<file path="config.mk">
export PLATFORM = sky130hd
export DESIGN_NAME = ifu_fetchq_flat
export DESIGN_NICKNAME = d
export VERILOG_FILES = /design/src/rtl/ifu_pkg.sv /design/src/rtl/ifu_fetchq_if.sv /design/src/rtl/ifu_fq_fifo.sv /design/src/rtl/ifu_fetchq.sv /design/src/flat_wrapper.sv
export SDC_FILE = /design/constraint.sdc
export NUM_CORES = 1
export LEC_CHECK = 0
export ABC_CLOCK_PERIOD_IN_PS = 17600
export CAP_MARGIN = 5
export CELL_PAD_IN_SITES_DETAIL_PLACEMENT = 0
export CELL_PAD_IN_SITES_GLOBAL_PLACEMENT = 1
export CORE_MARGIN = 2
export CORE_UTILIZATION = 52
export DETAILED_ROUTE_END_ITERATION = 6
export DONT_BUFFER_PORTS = 1
export HOLD_SLACK_MARGIN = 0.05
export PLACE_DENSITY = 0.9
export RECOVER_POWER = 100
export SLEW_MARGIN = 40
export SYNTH_ARGS = -nofsm -noshare
export SYNTH_HDL_FRONTEND = slang
export SYNTH_SLANG_ARGS = --single-unit
</file>
<file path="constraint.sdc">
create_clock -name clk -period 17.6 [get_ports clk]
set_input_delay 3.52 -clock clk [delete_from_list [all_inputs] [get_ports clk]]
set_output_delay 3.52 -clock clk [all_outputs]
set_load 0.05 [all_outputs]
</file>
<file path="src/rtl/ifu_pkg.sv">
// rtl/ifu_pkg.sv - shared widths and constants for the instruction fetch front end
package ifu_pkg;
  localparam int IFU_PC_W    = 32;
  localparam int IFU_INSTR_W = 32;
  localparam int IFU_ERR_W   = 1;
  localparam int IFU_ENTRY_W = IFU_ERR_W + IFU_PC_W + IFU_INSTR_W;
  localparam logic [IFU_INSTR_W-1:0] IFU_INSTR_NOP = 32'h0000_0013;
endpackage

</file>
<file path="src/rtl/ifu_fetchq_if.sv">
// rtl/ifu_fetchq_if.sv - instruction bus request/response and EXU issue handshakes
interface ifu_fetchq_if
  import ifu_pkg::*;
#(
  parameter int PC_W    = IFU_PC_W,
  parameter int INSTR_W = IFU_INSTR_W
);
  logic               ifu_req_valid;
  logic               ifu_req_ready;
  logic [PC_W-1:0]    ifu_req_pc;
  logic               ifu_rsp_valid;
  logic               ifu_rsp_ready;
  logic [INSTR_W-1:0] ifu_rsp_instr;
  logic               ifu_rsp_err;
  logic               ifu_o_valid;
  logic               ifu_o_ready;
  logic [INSTR_W-1:0] ifu_o_ir;
  logic [PC_W-1:0]    ifu_o_pc;
  logic               ifu_o_err;

  modport master (
    output ifu_req_valid, ifu_req_pc, ifu_rsp_ready, ifu_o_valid, ifu_o_ir, ifu_o_pc, ifu_o_err,
    input  ifu_req_ready, ifu_rsp_valid, ifu_rsp_instr, ifu_rsp_err, ifu_o_ready
  );

  modport slave (
    input  ifu_req_valid, ifu_req_pc, ifu_rsp_ready, ifu_o_valid, ifu_o_ir, ifu_o_pc, ifu_o_err,
    output ifu_req_ready, ifu_rsp_valid, ifu_rsp_instr, ifu_rsp_err, ifu_o_ready
  );
endinterface

</file>
<file path="src/rtl/ifu_fq_fifo.sv">
// rtl/ifu_fq_fifo.sv - synchronous FIFO with combinational head, occupancy count and clear
module ifu_fq_fifo #(
  parameter int W     = 8,
  parameter int DEPTH = 4
) (
  input  logic                         clk,
  input  logic                         rst,
  input  logic                         i_clr,
  input  logic                         i_push,
  input  logic [W-1:0]                 i_wdata,
  input  logic                         i_pop,
  output logic [W-1:0]                 o_rdata,
  output logic [$clog2(DEPTH+1)-1:0]   o_count
);
  localparam int AW = (DEPTH > 1) ? $clog2(DEPTH) : 1;
  localparam int CW = $clog2(DEPTH + 1);
  localparam logic [CW-1:0] FULL_C = CW'(DEPTH);

  logic [W-1:0]  r_mem [DEPTH];
  logic [AW-1:0] r_wr;
  logic [AW-1:0] r_rd;
  logic [CW-1:0] r_cnt;
  logic          w_push;
  logic          w_pop;

  // Explicit wrap keeps non-power-of-two depths (e.g. shadow of 3) correct.
  function automatic logic [AW-1:0] nxt(input logic [AW-1:0] p);
    return (p == AW'(DEPTH - 1)) ? '0 : p + AW'(1);
  endfunction

  assign w_push  = i_push & (r_cnt != FULL_C);
  assign w_pop   = i_pop & (r_cnt != '0);
  assign o_rdata = r_mem[r_rd];
  assign o_count = r_cnt;

  always_ff @(posedge clk or posedge rst) begin
    if (rst) begin
      for (int i = 0; i < DEPTH; i++) r_mem[i] <= '0;
      r_wr  <= '0;
      r_rd  <= '0;
      r_cnt <= '0;
    end else if (i_clr) begin
      r_wr  <= '0;
      r_rd  <= '0;
      r_cnt <= '0;
    end else begin
      if (w_push) begin
        r_mem[r_wr] <= i_wdata;
        r_wr        <= nxt(r_wr);
      end
      if (w_pop) r_rd <= nxt(r_rd);
      r_cnt <= r_cnt + CW'(w_push) - CW'(w_pop);
    end
  end
endmodule

</file>
<file path="src/rtl/ifu_fetchq.sv">
// rtl/ifu_fetchq.sv - fetch front end: sequential PC generator, outstanding tracker, fetch queue
module ifu_fetchq
  import ifu_pkg::*;
#(
  parameter int PC_W     = IFU_PC_W,
  parameter int INSTR_W  = IFU_INSTR_W,
  parameter int FQ_DEPTH = 4,
  parameter int MAX_OUTS = 2
) (
  input  logic              clk,
  input  logic              rst,
  input  logic [PC_W-1:0]   i_pc_rtvec,
  ifu_fetchq_if.master      bus,
  input  logic              i_pipe_flush_req,
  input  logic [PC_W-1:0]   i_pipe_flush_pc,
  output logic              o_pipe_flush_ack,
  input  logic              i_ifu_halt_req,
  output logic              o_ifu_halt_ack
);
  localparam int OW = $clog2(MAX_OUTS + 1);
  localparam int QW = $clog2(FQ_DEPTH + 1);
  localparam int SW = ((OW > QW) ? OW : QW) + 1;
  localparam int EW = IFU_ERR_W + PC_W + INSTR_W;
  localparam logic [OW-1:0] MAX_OUTS_C = OW'(MAX_OUTS);
  localparam logic [SW-1:0] FQ_DEPTH_C = SW'(FQ_DEPTH);

  logic            r_boot;
  logic [PC_W-1:0] r_pc;
  logic [OW-1:0]   r_outs;
  logic [OW-1:0]   r_kill;

  logic            w_flush;
  logic            w_req_hs;
  logic            w_rsp_hs;
  logic            w_push;
  logic            w_pop;
  logic [OW-1:0]   w_outs_dec;
  logic [QW-1:0]   w_fq_cnt;
  logic [EW-1:0]   w_q_head;
  logic [PC_W-1:0] w_sh_pc;
  logic [OW-1:0]   w_sh_cnt;

  assign w_flush    = i_pipe_flush_req;
  assign w_rsp_hs   = bus.ifu_rsp_valid;
  assign w_req_hs   = bus.ifu_req_valid & bus.ifu_req_ready;
  assign w_push     = w_rsp_hs & (r_kill == '0) & ~w_flush;
  assign w_pop      = bus.ifu_o_valid & bus.ifu_o_ready;
  assign w_outs_dec = r_outs - OW'(w_rsp_hs);

  // Credit: every outstanding request owns a queue slot, so a push never meets a full queue.
  assign bus.ifu_req_valid = ~r_boot & ~i_ifu_halt_req & ~w_flush
                           & (r_outs < MAX_OUTS_C)
                           & ((SW'(r_outs) + SW'(w_fq_cnt)) < FQ_DEPTH_C);
  assign bus.ifu_req_pc    = r_pc;
  assign bus.ifu_rsp_ready = 1'b1;
  assign bus.ifu_o_valid   = (w_fq_cnt != '0) & ~w_flush;
  assign {bus.ifu_o_err, bus.ifu_o_pc, bus.ifu_o_ir} = w_q_head;
  assign o_pipe_flush_ack  = 1'b1;
  assign o_ifu_halt_ack    = i_ifu_halt_req & (r_outs == '0);

  always_ff @(posedge clk or posedge rst) begin
    if (rst) begin
      r_boot <= 1'b1;
      r_pc   <= '0;
      r_outs <= '0;
      r_kill <= '0;
    end else begin
      r_boot <= 1'b0;
      if (w_flush)       r_pc <= i_pipe_flush_pc & ~PC_W'(3);
      else if (r_boot)   r_pc <= i_pc_rtvec;
      else if (w_req_hs) r_pc <= r_pc + PC_W'(4);
      r_outs <= w_outs_dec + OW'(w_req_hs);
      // Everything still in flight after this cycle's response belongs to the old path.
      if (w_flush)                          r_kill <= w_outs_dec;
      else if (w_rsp_hs && r_kill != '0)    r_kill <= r_kill - OW'(1);
    end
  end

  ifu_fq_fifo #(.W(EW), .DEPTH(FQ_DEPTH)) u_fq (
    .clk     (clk),
    .rst     (rst),
    .i_clr   (w_flush),
    .i_push  (w_push),
    .i_wdata ({bus.ifu_rsp_err, w_sh_pc, bus.ifu_rsp_instr}),
    .i_pop   (w_pop),
    .o_rdata (w_q_head),
    .o_count (w_fq_cnt)
  );

  ifu_fq_fifo #(.W(PC_W), .DEPTH(MAX_OUTS)) u_pc_shadow (
    .clk     (clk),
    .rst     (rst),
    .i_clr   (w_flush),
    .i_push  (w_req_hs),
    .i_wdata (r_pc),
    .i_pop   (w_push),
    .o_rdata (w_sh_pc),
    .o_count (w_sh_cnt)
  );

  a_rsp_needs_outstanding: assert property (@(posedge clk) disable iff (rst)
    w_rsp_hs |-> (r_outs != '0));
  a_push_has_pc: assert property (@(posedge clk) disable iff (rst)
    w_push |-> (w_sh_cnt != '0));
endmodule

</file>
<file path="src/flat_wrapper.sv">
// flat-port wrapper written by rule: the top's interface ports become plain ports
module ifu_fetchq_flat import ifu_pkg::*;
#(
  parameter int PC_W     = IFU_PC_W,
  parameter int INSTR_W  = IFU_INSTR_W,
  parameter int FQ_DEPTH = 4,
  parameter int MAX_OUTS = 2
)
  (clk, rst, i_pc_rtvec, i_pipe_flush_req, i_pipe_flush_pc, o_pipe_flush_ack, i_ifu_halt_req, o_ifu_halt_ack, bus_ifu_req_valid, bus_ifu_req_pc, bus_ifu_rsp_ready, bus_ifu_o_valid, bus_ifu_o_ir, bus_ifu_o_pc, bus_ifu_o_err, bus_ifu_req_ready, bus_ifu_rsp_valid, bus_ifu_rsp_instr, bus_ifu_rsp_err, bus_ifu_o_ready);
  ifu_fetchq_if #(.PC_W(PC_W), .INSTR_W(INSTR_W)) bus_i ();
  input  logic clk;
  input  logic rst;
  input  logic [PC_W-1:0] i_pc_rtvec;
  input  logic i_pipe_flush_req;
  input  logic [PC_W-1:0] i_pipe_flush_pc;
  output logic o_pipe_flush_ack;
  input  logic i_ifu_halt_req;
  output logic o_ifu_halt_ack;
  output wire logic [$bits(bus_i.ifu_req_valid)-1:0] bus_ifu_req_valid;
  output wire logic [$bits(bus_i.ifu_req_pc)-1:0] bus_ifu_req_pc;
  output wire logic [$bits(bus_i.ifu_rsp_ready)-1:0] bus_ifu_rsp_ready;
  output wire logic [$bits(bus_i.ifu_o_valid)-1:0] bus_ifu_o_valid;
  output wire logic [$bits(bus_i.ifu_o_ir)-1:0] bus_ifu_o_ir;
  output wire logic [$bits(bus_i.ifu_o_pc)-1:0] bus_ifu_o_pc;
  output wire logic [$bits(bus_i.ifu_o_err)-1:0] bus_ifu_o_err;
  input wire logic [$bits(bus_i.ifu_req_ready)-1:0] bus_ifu_req_ready;
  input wire logic [$bits(bus_i.ifu_rsp_valid)-1:0] bus_ifu_rsp_valid;
  input wire logic [$bits(bus_i.ifu_rsp_instr)-1:0] bus_ifu_rsp_instr;
  input wire logic [$bits(bus_i.ifu_rsp_err)-1:0] bus_ifu_rsp_err;
  input wire logic [$bits(bus_i.ifu_o_ready)-1:0] bus_ifu_o_ready;
  assign bus_ifu_req_valid = bus_i.ifu_req_valid;
  assign bus_ifu_req_pc = bus_i.ifu_req_pc;
  assign bus_ifu_rsp_ready = bus_i.ifu_rsp_ready;
  assign bus_ifu_o_valid = bus_i.ifu_o_valid;
  assign bus_ifu_o_ir = bus_i.ifu_o_ir;
  assign bus_ifu_o_pc = bus_i.ifu_o_pc;
  assign bus_ifu_o_err = bus_i.ifu_o_err;
  assign bus_i.ifu_req_ready = bus_ifu_req_ready;
  assign bus_i.ifu_rsp_valid = bus_ifu_rsp_valid;
  assign bus_i.ifu_rsp_instr = bus_ifu_rsp_instr;
  assign bus_i.ifu_rsp_err = bus_ifu_rsp_err;
  assign bus_i.ifu_o_ready = bus_ifu_o_ready;
  ifu_fetchq #(.PC_W(PC_W), .INSTR_W(INSTR_W), .FQ_DEPTH(FQ_DEPTH), .MAX_OUTS(MAX_OUTS)) u_core (.clk(clk), .rst(rst), .i_pc_rtvec(i_pc_rtvec), .bus(bus_i), .i_pipe_flush_req(i_pipe_flush_req), .i_pipe_flush_pc(i_pipe_flush_pc), .o_pipe_flush_ack(o_pipe_flush_ack), .i_ifu_halt_req(i_ifu_halt_req), .o_ifu_halt_ack(o_ifu_halt_ack));
endmodule
</file>
==> run metrics, run 1 <==
outcome finished with violations; failing checks capacitance limit, slew limit; Clock transition at path regs about 0.06 ns; routed wire length approximately 35000 um; HP Class register to register; post-CTS sizing 0; Max stage delay on crit path approximately 3.6 ns; Cell Rows 65; ranking of synthesized cells by area dfrtp_1 55%, mux2_2 11%, mux4_2 8.7%, o21ai_0 4.5%, nand2_1 3.5%; Post-Synth Adder-Cell Area 1.166%; Max Used Layer met4; CTS sink cnt approximately 370; IO Pins 206; clock root cell clkbuf_16; share of layout cells above drive strength 1 23.43%; area delta synth->final 8.693%; cts-stage hold buffer count 0; setup TNS 0 ns; Final Core Density a little under three fifths; Yosys reg bits roughly 370; Fillers about 2.5k; IO Port Bufs 0; Yosys top cell area share 55.46%; RSZ-0062 raised after global routing no; peak supply drop 0.07765 mV; routed vias/inst approximately 6.0; number of synthesized flops with an enable pin 0; Buf/Inv on CP 2; Max clock buf depth 3; Yosys Warn Count 0; multiplexer share of the synthesized area a little under a quarter; Final nets about 1.4k; FF+latch area roughly 0.0093 mm2; register area share after synthesis 55.62%; Remaining Overflow, GRT 0; vias in the first global route around 10k; Syn Inst Count 1316; Syn Area/Cell roughly 13 um2; setup violators final 0; Required @ worst endpoint about 17 ns; critical path class input port to asynchronous set/reset pin; Die Footprint approximately 0.034 mm2; dpl ws 9.648 ns; f_max between 0.09 and 0.1 GHz; GP Congestion around 0.86; ant diodes 0; overall routing resource usage about a fifth; met2 WL around 17000 um; cell total after placement approximately 1.6k; Synth Flop Type dfrtp_1; fin. max-slew vios 721; overall power ~0.0028 W; Worst EP arrival 10.27 ns; Synth Area in Compound Gates ~8.5%; per-cell routed wire length about 21 um; postcts setup bufs 0; met3 wire length between 2000 and 2500 um; Initial Util 52.91%; CTS H-tree depth 2; clock buffer count from CTS 40; worst-path maximum fanout around 130; Max-Cap Viols 11; DP Wirelength approximately 22000 um; simple-gate area share of the yosys netlist 7.310%; P_leak 8.155 nW; wl on met1 approximately 15000 um; Final min period around 11 ns; Post-synth ARST share 100.0%; DRC 0; Synth area leader dfrtp_1; post-route insts no fill between 1.5k and 2k; Hold Vio Cnt, Final 0; Cell variety after synth slightly above 60; Detailed Route Iter0 Violations around 590; type of origin of the critical path input port; initial antenna violation count 0; xor/xnor share of the synthesized area 0.6278%; largest net degree at the start of global routing roughly 130; Multi-input gate area a little under 0.007 mm2; first-pass GRT wire length roughly 57000 um; period utilisation layout between 60% and 70%; Slew @ Worst Pin 5.616 ns; Crit path max-delay family buffers and inverters; area of the core approximately 0.032 mm2; Power Dens Cells roughly 150 mW/mm2; Synth Cell Area around 0.017 mm2; Die Width around 180 um; die height 183.4 um; final setup skew between 0.01 and 0.015 ns; Routed Antenna Nets 0; drt first pass iters 5; CTS tree done; crit end category asynchronous set/reset pin; final worst slack a little under 7 ns; critical-path cell list clkinvlp_2 > clkbuf_1; main combinational cell family by area after synthesis multiplexers; Slew headroom -276.5%; Via Count roughly 10k; clk_lat worst skew about 0.52 ns; slowest cell on the critical path clkbuf_1
[synth_stat cells, types with 15 or more instances]
master    instances
mux2i_1          36
buf_2            16
clkbuf_1         51
mux2_1           29
nor2_1           31
nand2_1         158
o21ai_0         149
inv_1            17
buf_1            16
dfrtp_1         371
nand3_1          15
mux2_2          164
a21oi_1          28
mux4_2           65
[power breakdown]
| group | switching, W | internal [W] | leakage [nW] |
|---|---|---|---|
| Sequential | 0.000150 | 0.00103 | 5.00 |
| Combinational | 0.000506 | 0.000255 | 2.52 |
| Clock | 0.000331 | 0.000496 | 0.631 |
| Total | 0.000987 | 0.00178 | 8.16 |
[kinds of logic after synthesis]
group	after synthesis
xor gates and xnor gates	12
DFF	372
buffers and inverters	110
adders and majority gates	15
other	2
muxes	294
AOI/OAI and AO/OA	246
and+or+nand+nor	265
[path summary, 6_finish.rpt]
path | slack (ns) | to | from | cells after the start
worst min register to register | 0.47 | u_core.u_fq.r_mem[258]$_DFFE_PP0P_ | u_core.u_fq.r_mem[258]$_DFFE_PP0P_ | 2
max in group clk | 8.66 | bus_ifu_o_ir[27] | u_core.u_fq.r_rd[0]$_DFFE_PP0P_ | 2
worst min-delay path | 0.47 | u_core.u_fq.r_mem[258]$_DFFE_PP0P_ | u_core.u_fq.r_mem[258]$_DFFE_PP0P_ | 2
min in group asynchronous | 4.61 | u_core.u_fq.r_mem[76]$_DFFE_PP0P_ | rst | 1
worst max-delay path | 6.80 | u_core.u_fq.r_mem[106]$_DFFE_PP0P_ | rst | 2
worst max register to register | 12.29 | u_core.u_fq.r_mem[38]$_DFFE_PP0P_ | u_core.r_kill[0]$_DFFE_PP0P_ | 7
[through the flow]
step                      hold slack, ns  instance area, um2
final                             0.4742               18200
after floorplan                   0.4446               16740
after global placement            0.4557               16960
after detailed placement          0.4658               17040
after global routing              0.4952               18200
after CTS                         0.4791               18350
[worst reg2reg max path, stage by stage (launching register included)]
cell and delay (ns):
dfrtp_1 0.36, inv_1 0.05, ha_1 0.20, nand3b_1 0.12, a21oi_1 0.20, nand2_4 0.15, clkbuf_1 3.31, o21ai_0 0.59
[flip-flops by register name, indices dropped and copies added, names as in the netlist]
register                    cells
u_core.u_fq.r_wr                2
u_core.r_boot                   1
u_core.r_outs                   2
u_core.u_pc_shadow.r_mem       64
u_core.u_fq.o_count             3
u_core.u_fq.r_rd                2
u_core.r_kill                   2
u_core.bus.ifu_req_pc          32
u_core.u_pc_shadow.o_count      2
u_core.u_pc_shadow.r_wr         1
u_core.u_fq.r_mem             260
u_core.u_pc_shadow.r_rd         1
[placed cells by master (no fill, tap or decap), types with 11 or more instances in the layout]
cell type	n
mux4_2	65
clkbuf_16	41
clkbuf_1	17
ha_1	14
a21oi_1	29
dfrtp_1	369
a22oi_1	14
nor2_1	32
nand2_1	156
mux2i_1	36
mux2_1	29
inv_1	16
nand3_1	16
nor3_1	11
o21ai_0	150
mux2_2	164
[layer usage]
layer / up-vias / track usage [%]
li1: 4683 / -
met1: 5228 / 29.38
met2: 326 / 35.20
met3: 37 / 4.933
met4: 0 / 3.936
met5: - / 0
[area by class of cell]
type                       count  area share, %
multi-input combinational    835          38.04
clock buffer                  60          6.526
inverter                      17         0.3576
clock inverter                10         0.6326
timing repair buffer          12         0.4814
tap                          402          2.764
sequential                   372          51.20
Note: power is estimated with default switching activity, not from simulation.
==> inputs of run 2 (changes only) <==
- ABC_CLOCK_PERIOD_IN_PS: 17600 -> 10800
- clock period: 17.6 -> 10.8 ns (I/O delays scaled with it)
==> run 2 against run 1 <==
  * The run still ends with capacitance limit, slew limit left
  * Die area is the same
  * Worst hold slack improved by 0.0017 ns
  * Cell area decreased by 0.21%
  * Worst setup slack got worse by 2.6 ns
  * Global-route usage rose by 0.41 points
  * Cell count is 0.12% lower
  * Critical path type unchanged
  * Largest cell class unchanged
  * Largest power group unchanged
==> run metrics, run 2 (synthesized netlist as in run 1, its figures left out) <==
die height between 150 and 200 um; fin. max-slew vios about 620; Initial Util around 53%; outcome finished with violations; postcts setup bufs 0; DP Wirelength roughly 23000 um; Clock transition at path regs ~0.060 ns; critical-path cell list clkinvlp_2 > clkbuf_1; Max-Cap Viols 12; vias in the first global route approximately 11k; IO Pins a little over 200; post-CTS sizing 0; clock buffer count from CTS 40; Reg with most FFs u_core.u_fq.r_mem; Multi-input gate area roughly 0.007 mm2; max reg flops between 200 and 300; area delta synth->final 8.468%; Worst EP arrival around 5.6 ns; Fillers 2550; CTS tree done; Routed Antenna Nets 0; first-pass GRT wire length approximately 58000 um; routed wire length between 30000 and 40000 um; R2R Path End u_core.u_fq.r_mem[53]$_DFFE_PP0P_; Required @ worst endpoint 9.85 ns; hold wc startpoint u_core.u_fq.r_mem[98]$_DFFE_PP0P_; Cell Rows 65; clk_lat worst skew approximately 0.52 ns; overall power 0.004480 W; highest-count cells in the layout ignoring fill and taps 369 x dfrtp_1, 163 x mux2_2, 158 x nand2_1, 150 x o21ai_0, 65 x mux4_2; Detailed Route Iter0 Violations between 500 and 600; most common cell after layout, fill and taps aside dfrtp_1; setup TNS 0 ns; drt first pass iters 5; routed vias/inst 6.064; Final Core Density 57.39%; Die Width roughly 180 um; slowest cell on the critical path clkbuf_1; P_leak 8.123 nW; Slew headroom -224.0%; final hold slack between 0.4 and 0.5 ns; reg2reg setup slack ~5.5 ns; largest net degree at the start of global routing around 160; Hold Vio Cnt, Final 0; hold endpoint u_core.u_fq.r_mem[98]$_DFFE_PP0P_; type of origin of the critical path input port; Final min period 6.589 ns; overall routing resource usage approximately 22%; RSZ-0062 raised after global routing no; peak supply drop around 0.13 mV; Buf/Inv on CP 2; startpoint of the worst register-to-register path u_core.r_kill[0]$_DFFE_PP0P_; per-cell routed wire length ~21 um; IO Port Bufs 0; setup violators final 0; share of layout cells above drive strength 1 between 20% and 30%; Max stage delay on crit path 2.95 ns; area of the core approximately 0.032 mm2; CTS sink cnt between 300 and 400; Max clock buf depth 3; Final nets ~1.4k; period utilisation layout 61.01%; clock root cell clkbuf_16; Die Footprint ~0.034 mm2; DRC 0; initial antenna violation count 0; GP Congestion 0.8411; HP Class register to register; crit end category asynchronous set/reset pin; Power Dens Cells roughly 250 mW/mm2; Via Count about 10k; failing checks capacitance limit, slew limit; cts-stage hold buffer count 0; f_max around 0.15 GHz; CTS H-tree depth 2; reg2reg path depth 7; worst-path maximum fanout 81; ant diodes 0; final setup skew just under 0.009 ns; Crit path max-delay family buffers and inverters; critical path class input port to asynchronous set/reset pin; FF+latch area 0.009315 mm2; Remaining Overflow, GRT 0; Slew @ Worst Pin a little under 5 ns; hold-critical path depth 2
[run 2: final cells by class]
type / count / area share, %
inverter: 17 / 0.3583
timing repair buffer: 14 / 0.5788
multi-input combinational: 835 / 38.08
tap: 402 / 2.770
clock inverter: 10 / 0.6202
clock buffer: 56 / 6.291
sequential: 372 / 51.30
[run 2: layer usage]
| layer | track usage [%] | share of wire, % | vias up |
|---|---|---|---|
| met1 | 29.48 | 44 | 5293 |
| met3 | 4.556 | 6.2 | 54 |
| met4 | 5.600 | 2.0 | 0 |
| met2 | 36.00 | 48 | 315 |
| li1 | - | - | 4684 |
| met5 | 0 | 0 | - |
[run 2: power breakdown]
part / leakage, nW / internal (W) / switching [W] / total (W)
combinational: 2.51 / 0.000413 / 0.000831 / 0.00124
sequential: 5.00 / 0.00168 / 0.000241 / 0.00192
clock: 0.618 / 0.000783 / 0.000528 / 0.00131
total: 8.12 / 0.00288 / 0.00160 / 0.00448
[run 2: how the worst max path moves through the flow]
stage | start | end | slack [ns] | cells past startpoint
after detailed placement | i_ifu_halt_req | bus_ifu_req_valid | 5.55 | 2
after global placement | i_ifu_halt_req | bus_ifu_req_valid | 5.57 | 2
after floorplan | rst | u_core.bus.ifu_req_pc[0]$_DFFE_PP0P_ | 3.65 | 1
final | rst | u_core.u_pc_shadow.r_rd$_DFFE_PP0P_ | 4.21 | 2
after global routing | rst | u_core.u_pc_shadow.r_rd$_DFFE_PP0P_ | 3.02 | 2
after CTS | i_ifu_halt_req | bus_ifu_req_valid | 5.54 | 2
[run 2: through the flow]
| stage | setup WS [ns] | cells | area [um2] |
|---|---|---|---|
| detailed placement | 5.551 | 1639 | 17040 |
| CTS | 5.545 | 1705 | 18300 |
| floorplan | 3.647 | 1317 | 16750 |
| global placement | 5.574 | 1636 | 16960 |
| global route | 3.025 | 1706 | 18160 |
| finish | 4.211 | 1706 | 18160 |
